### src/rtl/io_timer_intc.sv
// io_timer_intc: memory-mapped down-counting timer with a single-source
// interrupt controller. The CPU programs it over the io_* strobes. It raises
// intr through a request/acknowledge handshake on intr/inta.
module io_timer_intc #(
   parameter int unsigned PRESCALE   = 1,
   parameter int unsigned PRESCALE_W = 16
) (
   input  logic        clk,
   input  logic        reset,
   input  logic        io_cs,
   input  logic        io_rd,
   input  logic        io_wr,
   input  logic [31:0] io_addr,
   input  logic [31:0] io_d_in,
   output logic [31:0] io_out,
   output logic        intr,
   input  logic        inta
);

   localparam logic [PRESCALE_W-1:0] PresLast = PRESCALE_W'(PRESCALE - 1);

   localparam logic [2:0] AddrCtrl   = 3'd0;
   localparam logic [2:0] AddrPeriod = 3'd1;
   localparam logic [2:0] AddrCount  = 3'd2;
   localparam logic [2:0] AddrStatus = 3'd3;
   localparam logic [2:0] AddrEvt    = 3'd4;

   typedef enum logic [1:0] {StIdle, StReq, StAck} state_e;

   // CTRL bit positions
   localparam int unsigned CtrlTen = 0;
   localparam int unsigned CtrlIe  = 1;
   localparam int unsigned CtrlAr  = 2;

   logic [PRESCALE_W-1:0] presc_q, presc_d;
   logic                  tick;

   logic [2:0]  ctrl_q, ctrl_d;
   logic [31:0] period_q, period_d;
   logic [31:0] count_q, count_d;
   logic        pend_q, pend_d;
   logic        miss_q, miss_d;
   logic [31:0] evt_q, evt_d;
   logic [31:0] out_q, out_d;
   logic [31:0] rd_data;

   state_e      state_q, state_d;
   logic        intr_q, intr_d;
   logic        ack_clr;

   logic        expire;
   logic        ten_clr;

   logic [2:0]  idx;
   logic        wr_en, rd_en;
   logic        wr_ctrl, wr_period, wr_count, wr_status;
   logic        unused_addr_bits;

   // Only the word index is decoded; the rest of the address is don't-care.
   assign idx              = io_addr[4:2];
   assign unused_addr_bits = ^{io_addr[31:5], io_addr[1:0]};

   assign wr_en     = io_cs & io_wr;
   assign rd_en     = io_cs & io_rd;
   assign wr_ctrl   = wr_en && (idx == AddrCtrl);
   assign wr_period = wr_en && (idx == AddrPeriod);
   assign wr_count  = wr_en && (idx == AddrCount);
   assign wr_status = wr_en && (idx == AddrStatus);

   // -------------------------------------------------------------------------
   // Prescaler: tick fires on the last cycle of each PRESCALE-cycle window.
   // -------------------------------------------------------------------------
   assign tick = (presc_q == PresLast);

   // Next prescaler value: wrap to zero on tick.
   always_comb begin
      presc_d = presc_q + PRESCALE_W'(1);
      if (tick) begin
         presc_d = '0;
      end
   end

   // Prescaler register.
   always_ff @(posedge clk or negedge reset) begin
      if (!reset) begin
         presc_q <= '0;
      end else begin
         presc_q <= presc_d;
      end
   end

   // -------------------------------------------------------------------------
   // Timer datapath and register file next-state.
   // -------------------------------------------------------------------------

   // Counter update; a bus write to COUNT overrides whatever the timer did.
   always_comb begin
      count_d = count_q;
      expire  = 1'b0;
      ten_clr = 1'b0;
      if (tick && ctrl_q[CtrlTen]) begin
         if (count_q > 32'd1) begin
            count_d = count_q - 32'd1;
         end else if (count_q == 32'd1) begin
            expire = 1'b1;
            if (ctrl_q[CtrlAr]) begin
               count_d = period_q;
            end else begin
               count_d = '0;
               ten_clr = 1'b1;
            end
         end
      end
      if (wr_count) begin
         count_d = io_d_in;
      end
   end

   // CTRL and PERIOD; a bus write to CTRL beats the one-shot TEN clear.
   always_comb begin
      ctrl_d   = ctrl_q;
      period_d = period_q;
      if (ten_clr) begin
         ctrl_d[CtrlTen] = 1'b0;
      end
      if (wr_ctrl) begin
         ctrl_d = io_d_in[2:0];
      end
      if (wr_period) begin
         period_d = io_d_in;
      end
   end

   // STATUS: clears first, expiry last so a same-cycle expiry wins.
   always_comb begin
      pend_d = pend_q;
      miss_d = miss_q;
      evt_d  = evt_q;
      if (wr_status) begin
         if (io_d_in[0]) begin
            pend_d = 1'b0;
         end
         if (io_d_in[1]) begin
            miss_d = 1'b0;
         end
      end
      if (ack_clr) begin
         pend_d = 1'b0;
         evt_d  = evt_q + 32'd1;
      end
      if (expire) begin
         pend_d = 1'b1;
         if (pend_q) begin
            miss_d = 1'b1;
         end
      end
   end

   // Read mux over pre-update register values.
   always_comb begin
      case (idx)
         AddrCtrl:   rd_data = {29'd0, ctrl_q};
         AddrPeriod: rd_data = period_q;
         AddrCount:  rd_data = count_q;
         AddrStatus: rd_data = {30'd0, miss_q, pend_q};
         AddrEvt:    rd_data = evt_q;
         default:    rd_data = '0;
      endcase
   end

   // Read data is captured on the read strobe and held until the next one.
   always_comb begin
      out_d = out_q;
      if (rd_en) begin
         out_d = rd_data;
      end
   end

   // Register file and read-data register.
   always_ff @(posedge clk or negedge reset) begin
      if (!reset) begin
         ctrl_q   <= '0;
         period_q <= '0;
         count_q  <= '0;
         pend_q   <= 1'b0;
         miss_q   <= 1'b0;
         evt_q    <= '0;
         out_q    <= '0;
      end else begin
         ctrl_q   <= ctrl_d;
         period_q <= period_d;
         count_q  <= count_d;
         pend_q   <= pend_d;
         miss_q   <= miss_d;
         evt_q    <= evt_d;
         out_q    <= out_d;
      end
   end

   // -------------------------------------------------------------------------
   // Interrupt request/acknowledge FSM.
   // -------------------------------------------------------------------------

   // FSM state and registered intr.
   always_ff @(posedge clk or negedge reset) begin
      if (!reset) begin
         state_q <= StIdle;
         intr_q  <= 1'b0;
      end else begin
         state_q <= state_d;
         intr_q  <= intr_d;
      end
   end

   // FSM next-state.
   always_comb begin
      state_d = state_q;
      unique case (state_q)
         StIdle: begin
            if (pend_q && ctrl_q[CtrlIe]) begin
               state_d = StReq;
            end
         end
         StReq: begin
            if (inta) begin
               state_d = StAck;
            end else if (!ctrl_q[CtrlIe]) begin
               state_d = StIdle;
            end
         end
         StAck: begin
            if (!inta) begin
               state_d = StIdle;
            end
         end
         default: state_d = StIdle;
      endcase
   end

   // FSM outputs: intr mirrors residence in StReq; ack clears PEND and counts.
   always_comb begin
      intr_d  = (state_d == StReq);
      ack_clr = (state_q == StReq) && inta;
   end

   assign io_out = out_q;
   assign intr   = intr_q;

endmodule

### config.mk
export PLATFORM = sky130hd
export DESIGN_NAME = io_timer_intc
export DESIGN_NICKNAME = d
export VERILOG_FILES = /design/src/rtl/io_timer_intc.sv
export SDC_FILE = /design/constraint.sdc
export NUM_CORES = 1
export LEC_CHECK = 0
export BUFFER_PORTS_ARGS = -buffer_cell sky130_fd_sc_hd__clkbuf_2
export CORE_MARGIN = 5
export CORE_UTILIZATION = 45
export CTS_CLUSTER_SIZE = 25
export DETAILED_ROUTE_END_ITERATION = 16
export SETUP_SLACK_MARGIN = 0.5
export SYNTH_ARGS = -nofsm -noshare
export SYNTH_HDL_FRONTEND = slang
export SYNTH_SLANG_ARGS = --single-unit
### constraint.sdc
create_clock -name clk -period 2.8 [get_ports clk]
set_input_delay 0.28 -clock clk [delete_from_list [all_inputs] [get_ports clk]]
set_output_delay 0.28 -clock clk [all_outputs]
set_load 0.005 [all_outputs]
== Yosys cells after proc, flatten, opt, wreduce, memory -nomap -nowiden ==
Index checks and enable logic that the tools add are counted.

* Output and inout bits: 33
* Word-level logic and storage cells: 71
* Bits in registers: 152
* Memories: 0
* Bits in read-only memories: 0
* Bits in latches: 0
* RAM bits: 0
* Input bits: 70

* Add/subtract/negate cells: 3
* $lt $le $gt $ge: 1
* Bitwise operators: 2
* Shift operators: 0
* Div/mod/pow operators: 0
* Equality and inequality tests: 8
* Multiplexer cells: 29
* Reduce and logical (&&, ||, !) cells: 17
* $mul: 0

{| class="wikitable"
|+ Operator list
! cell !! count
|-
| 2-to-1 mux 32 bit || 5
|-
| one-hot mux 32 bit (5 select lines) || 1
|-
| adder 32 x 1 -> 32 bit, second input constant || 1
|-
| equality test 32 x 1 -> 1 bit, second input constant || 1
|-
| greater-than comparator 32 x 1 -> 1 bit, second input constant || 1
|-
| subtractor 32 x 1 -> 32 bit, second input constant || 1
|-
| 2-to-1 mux 1 bit || 17
|-
| adder 16 x 1 -> 16 bit, second input constant || 1
|-
| zero test 16 bit || 1
|-
| 2-to-1 mux 16 bit || 1
|-
| nonzero test 3 bit || 3
|-
| 2-to-1 mux 2 bit || 4
|-
| logical AND 1 bit || 7
|-
| equality test 3 x 2 -> 1 bit, second input constant || 2
|-
| one-hot mux 2 bit (3 select lines) || 1
|-
| equality test 2 x 1 -> 1 bit, second input constant || 2
|-
| AND reduction 2 bit || 2
|-
| nonzero test 2 bit || 2
|-
| equality test 3 x 1 -> 1 bit, second input constant || 1
|-
| equality test 3 bit, second input constant || 1
|-
| zero test 3 bit || 1
|-
| bitwise AND 1 bit || 2
|-
| equality test 2 bit, second input constant || 1
|-
| zero test 2 bit || 1
|}

== Longest topological paths before layout ==
* Word-level depth: 6
* Mapped depth: 10
* Mapped depth without buffers: 8

== Worst setup path before layout ==
No wires, ideal clock.

* Path type: reg-to-reg
* From: reg count_q[0]
* To: reg count_q[30]
* Data arrival time: 2316 ps
* Setup time: 121 ps
* Setup slack: 363 ps
* Path buffers: 2
* Period minus slack after synthesis: 2437 ps
* Cell stages (with the launch flop): 10
* Required time: 2679 ps
* Cells stage by stage: dfrtp_1 inv_1 ha_1 or4b_1 clkbuf_1 or4_4 buf_6 o32ai_2 nand2_1 a22o_1

* Longest elaborated chain between the ends: 4
* Elaborated cells between the ends (all ways): 8
* Classes of those cells: add/sub: 1; order compare: 1; eq/ne: 1; mux: 3; reduce/logical: 2

{| class="wikitable"
|+ RTL lines
! element !! RTL line !! text
|-
| from (decl) || 40 || <nowiki>logic [31:0] count_q, count_d;</nowiki>
|-
| from (signal assigned) || 192 || <nowiki>count_q <= count_d;</nowiki>
|-
| subtractor 32 x 1 -> 32 bit / greater-than comparator 32 x 1 -> 1 bit (equally long branches) || 103, 102 ||
|-
| 2-to-1 mux 32 bit || 102 || <nowiki>if (count_q > 32'd1) begin</nowiki>
|-
| 2-to-1 mux 32 bit || 101 || <nowiki>if (tick && ctrl_q[CtrlTen]) begin</nowiki>
|-
| 2-to-1 mux 32 bit || 114 || <nowiki>if (wr_count) begin</nowiki>
|}

Parallel ways exist; a longest one is shown, timed or not. The select of a mux whose other input is x is not followed.
A chain may end at the register's enable or synchronous reset.

== Worst setup path after layout ==
* From: reg count_q[11]
* To: reg count_q[24]

Same word-level chain as after synthesis.

==> summary.md <==
The logs give 0.43 ns for the clock insertion delay at the later pin of the skew report and 0.909 for the final weighted congestion of routability-driven global placement. The run gives 46.1% as the initial cell density of the core. After the first detailed-routing iteration, the DRC count stood at 688. Counting stages on the worst path, the most repeated cell is sky130_fd_sc_hd__or4_4.

In this run switching power makes up 33.8% of total power. The proportion of synthesized flip-flops having asynchronous set or reset is 100%, and the area share of and/or/nand/nor cells after synthesis is 19.0%. The type of the most critical hold path was primary input to flip-flop. The run gives 0 as the remaining global-route overflow. The number of diodes was 0; the synthesized area divided by synthesized cell count was 9.61 µm². For the finished layout, the period the worst path requires is 2.35 ns. Measured against its own limit, the worst slew margin works out to 31.7%. The region available for standard cell placement spans 17400 µm². By area the synthesized netlist is led by sky130_fd_sc_hd__dfrtp_1 48%, sky130_fd_sc_hd__xnor2_1 5.0%, sky130_fd_sc_hd__mux2_2 4.8%. For the internal power contribution, the log shows 4.61 mW. The critical path class is flip-flop to flip-flop. The layout cell share with drive strength beyond 1 was 25.6%; the number of sinks handled by clock tree synthesis was 152.

Cells fill 55.5% of the core in the end. The worst setup path is launched from a flip-flop. The tools report the max-capacitance violation count as 0.

The run gives 6888 as the count of vias placed by the detailed router. Combinational logic burns 23.0% of the power. The floorplan has 48 rows.

The die outline area was 20500 µm². Share of synthesized cell area in full adder, half adder and majority cells: 0.783%. The maximum achievable frequency is 0.425 GHz, and the combined area of all synthesized cells is 7990 µm².

By area, the combinational part of the netlist is dominated by simple AND/OR/NAND/NOR gates. Buffers inserted during clock tree synthesis total 17. For the number of optimization iterations in the first detailed-route pass, the log shows 5.

For this run, the total global-route usage over all layers was measured as 21.9%. During placement, the flow inserted port buffers numbering 73. The via count of the first global-routing pass is 6758.

The logs give 0 ns for the setup TNS and 0 for the number of remaining DRC errors. In the synthesized netlist, the cells that appear most often are 152 x sky130_fd_sc_hd__dfrtp_1, 92 x sky130_fd_sc_hd__nand2_1, 75 x sky130_fd_sc_hd__nor2_1. The synthesis warning total was 0; the required arrival time at the worst endpoint was 3.11 ns. Cell with the biggest individual delay on the critical path: sky130_fd_sc_hd__or4_4. The logs give 15000 µm for the final HPWL from detailed placement and 6.97 mW for the total chip power. Across all hold checks on the routed design, the worst slack comes to 0.0805 ns. Of the post-synthesis cell area, the dominant cell type holds 47.6%. Entering global routing, the biggest net connects 81 pins. The sequential share of power came out at 44.7%. Between clock sinks in the finished design, the worst skew comes to 0.00757 ns.

The run gives 0 as the number of antenna violations at the first check in global routing. The longest clock path from root to sink contains 2 buffers. The leading area contributor after synthesis is sky130_fd_sc_hd__dfrtp_1. The clock tree synthesis step divided the H-tree into 4 levels. The largest single stage delay on the critical path is 0.66 ns. The root buffer cell chosen for the clock tree is sky130_fd_sc_hd__clkbuf_16.

The power per cell area was 723 nW/µm²; the slew at the pin closest to its max-slew limit was 1.02 ns. Post-route antenna net violation count: 0. Setup violations remaining at the end of the flow were counted as 0. The tools report the data arrival at the endpoint of the critical path as 2.66 ns.

In this run the count of I/O pins placed on the die edge is 103. After detailed routing, the total wire length is 21900 µm. The average vias per placed instance is 5.96. The area growth from synthesis to layout is 20.5%. Kind of end point of the critical path: a flip-flop.

The share of the clock period used by the worst path came out at 84.0%. Clock-pin slew was measured on the worst setup and hold paths at 0.06 ns. Of all nets on the critical path, the largest fanout is 6.

The final number of max-transition violations was 0; the horizontal die dimension was 143 µm. Sequential elements use 47.6% of the synthesized area. Count of endpoints failing hold in the final timing report: 0. XOR/XNOR share of the synthesized area: 6.68%.

The instance count of the mapped netlist came out at 832. The critical path goes through or4_4 > or4_4 > o21ai_2 > o41ai_1 > a211oi_1 > o21ai_1. The first global-routing pass estimated 36000 µm of wire. The floorplan step set the die height to 143 µm. Number of distinct library cells after synthesis: 65.

The net switching power of the design was 2.36 mW. The final layout contains 992 nets. Among all flip-flop cells after synthesis, the most frequent one is sky130_fd_sc_hd__dfrtp_1.

The mean routed wirelength per cell was 19.0 µm. Multiplexer fraction of the synthesized cell area: 5.54%. For the power share of the clock group, the log shows 32.4%.

The flow ran to the end, and the final reports show no timing, DRC or antenna violations. Setup repair after global routing could not meet its margin everywhere. The synthesized design contains 0 enable-type register cells. The worst supply voltage drop on vdd came out at 0.000462 V. TritonCTS built the clock tree.

Most repeated cell in the gate-level netlist after synthesis: sky130_fd_sc_hd__dfrtp_1. In this run, synthesis produced a sequential element count of 152. Total nets after synthesis: 907.

Summed over all cells, the static leakage comes to 4.07 nW. The synthesized netlist devotes 17.2% of its cell area to compound gates.
==> critical path: cells and delay by family (launching register included) <==
family             cells  cell delay, ns
DFF                    1            0.46
and+or+nand+nor        2            1.23
AOI/OAI and AO/OA      4            0.55
==> metrics by stage <==
step	instance area [µm²]	worst slack (ns)	std cells
3_3_place_gp	8660	0.224	1104
5_1_grt	9630	0.388	1155
6_report	9630	0.448	1155
3_5_place_dp	8660	0.212	1104
2_1_floorplan	8000	0.396	832
4_1_cts	9370	0.402	1144
==> flip-flops by register name (all words and copies together), names as in the netlist <==
name,cells
period_q,32
count_q,32
ctrl_q,3
evt_q,32
presc_q,16
pend_q,1
state_q,2
intr,1
io_out,32
miss_q,1
==> area by class of cell <==
class	instances	area (µm²)
Timing Repair Buffer	118	744
Clock inverter	12	118
Tap cell	225	282
Multi-Input combinational cell	618	4180
Inverter	10	37.5
Clock buffer	20	457
Fill cell	1573	7720
Sequential cell	152	3810
==> layout by cell type (no fill, tap or decap), types with 5 or more instances in the layout <==
master / instances
sky130_fd_sc_hd__a211oi_1: 5
sky130_fd_sc_hd__buf_4: 40
sky130_fd_sc_hd__nand3_1: 27
sky130_fd_sc_hd__inv_1: 8
sky130_fd_sc_hd__clkbuf_16: 17
sky130_fd_sc_hd__nor4_1: 8
sky130_fd_sc_hd__o21ai_1: 14
sky130_fd_sc_hd__or3_1: 6
sky130_fd_sc_hd__a22oi_1: 36
sky130_fd_sc_hd__and2_1: 5
sky130_fd_sc_hd__mux2_2: 34
sky130_fd_sc_hd__a22o_1: 6
sky130_fd_sc_hd__nand2_1: 88
sky130_fd_sc_hd__a21oi_1: 45
sky130_fd_sc_hd__a31oi_1: 5
sky130_fd_sc_hd__nor4_4: 8
sky130_fd_sc_hd__a311oi_1: 8
sky130_fd_sc_hd__nor3_2: 5
sky130_fd_sc_hd__xor2_1: 15
sky130_fd_sc_hd__nand4_1: 10
sky130_fd_sc_hd__nor2_1: 73
sky130_fd_sc_hd__dfrtp_1: 145
sky130_fd_sc_hd__and3_1: 9
sky130_fd_sc_hd__xnor2_1: 46
sky130_fd_sc_hd__nor3_1: 18
sky130_fd_sc_hd__o31ai_1: 11
sky130_fd_sc_hd__clkbuf_2: 72
sky130_fd_sc_hd__mux2i_1: 6
sky130_fd_sc_hd__dfrtp_2: 7
sky130_fd_sc_hd__o21ai_0: 53
==> repair_timing <==
| action | CTS | global route |
|---|---|---|
| pin swaps | 11 | 15 |
| buffers inserted | 7 | 11 |
| endpoints found under the setup margin | 32 | 33 |
| resized for setup | 19 | 33 |
| hold buffers | 1 | 0 |
| cloned | 0 | 0 |
| hold endpoints to repair | 78 | 0 |
==> power groups by stage <==
stage | combinational, mW | sequential (mW) | clock, mW
after floorplan | 1.06 | 2.86 | 0
after global placement | 1.33 | 3.03 | 0
after detailed placement | 1.35 | 3.06 | 0
after CTS | 1.46 | 3.02 | 2.29
after global routing | 1.77 | 3.16 | 2.39
final | 1.60 | 3.11 | 2.25
==> cells by family after synthesis <==
group / after synthesis
AO/OA/AOI/OAI: 215
XOR/XNOR: 61
adder cells (fa/ha/maj): 5
buffers and inverters: 62
flip-flops: 152
multiplexers: 40
AND/OR/NAND/NOR: 297
==> metal layers <==
layer | GRT usage, % | vias to the layer above | share of wire [%]
met3 | 4.35 | 28 | 6.7
met5 | 0 | - | 0
met4 | 5.10 | 0 | 1.0
met2 | 34.0 | 252 | 46
li1 | - | 3202 | -
met1 | 31.8 | 3406 | 46
==> worst paths after layout <==
kind	slack, ns	start	to	depth (start not counted)
min in group asynchronous	0.46	reset	evt_q[6]	2
max in group asynchronous	1.53	reset	count_q[24]	3
hold reg to reg	0.48	io_out[31]	io_out[31]	2
setup reg to reg	0.45	count_q[11]	count_q[24]	6
setup / recovery	0.45	count_q[11]	count_q[24]	6
hold / removal	0.08	io_d_in[14]	count_q[14]	3
Note: power is estimated with default switching activity, not from simulation.
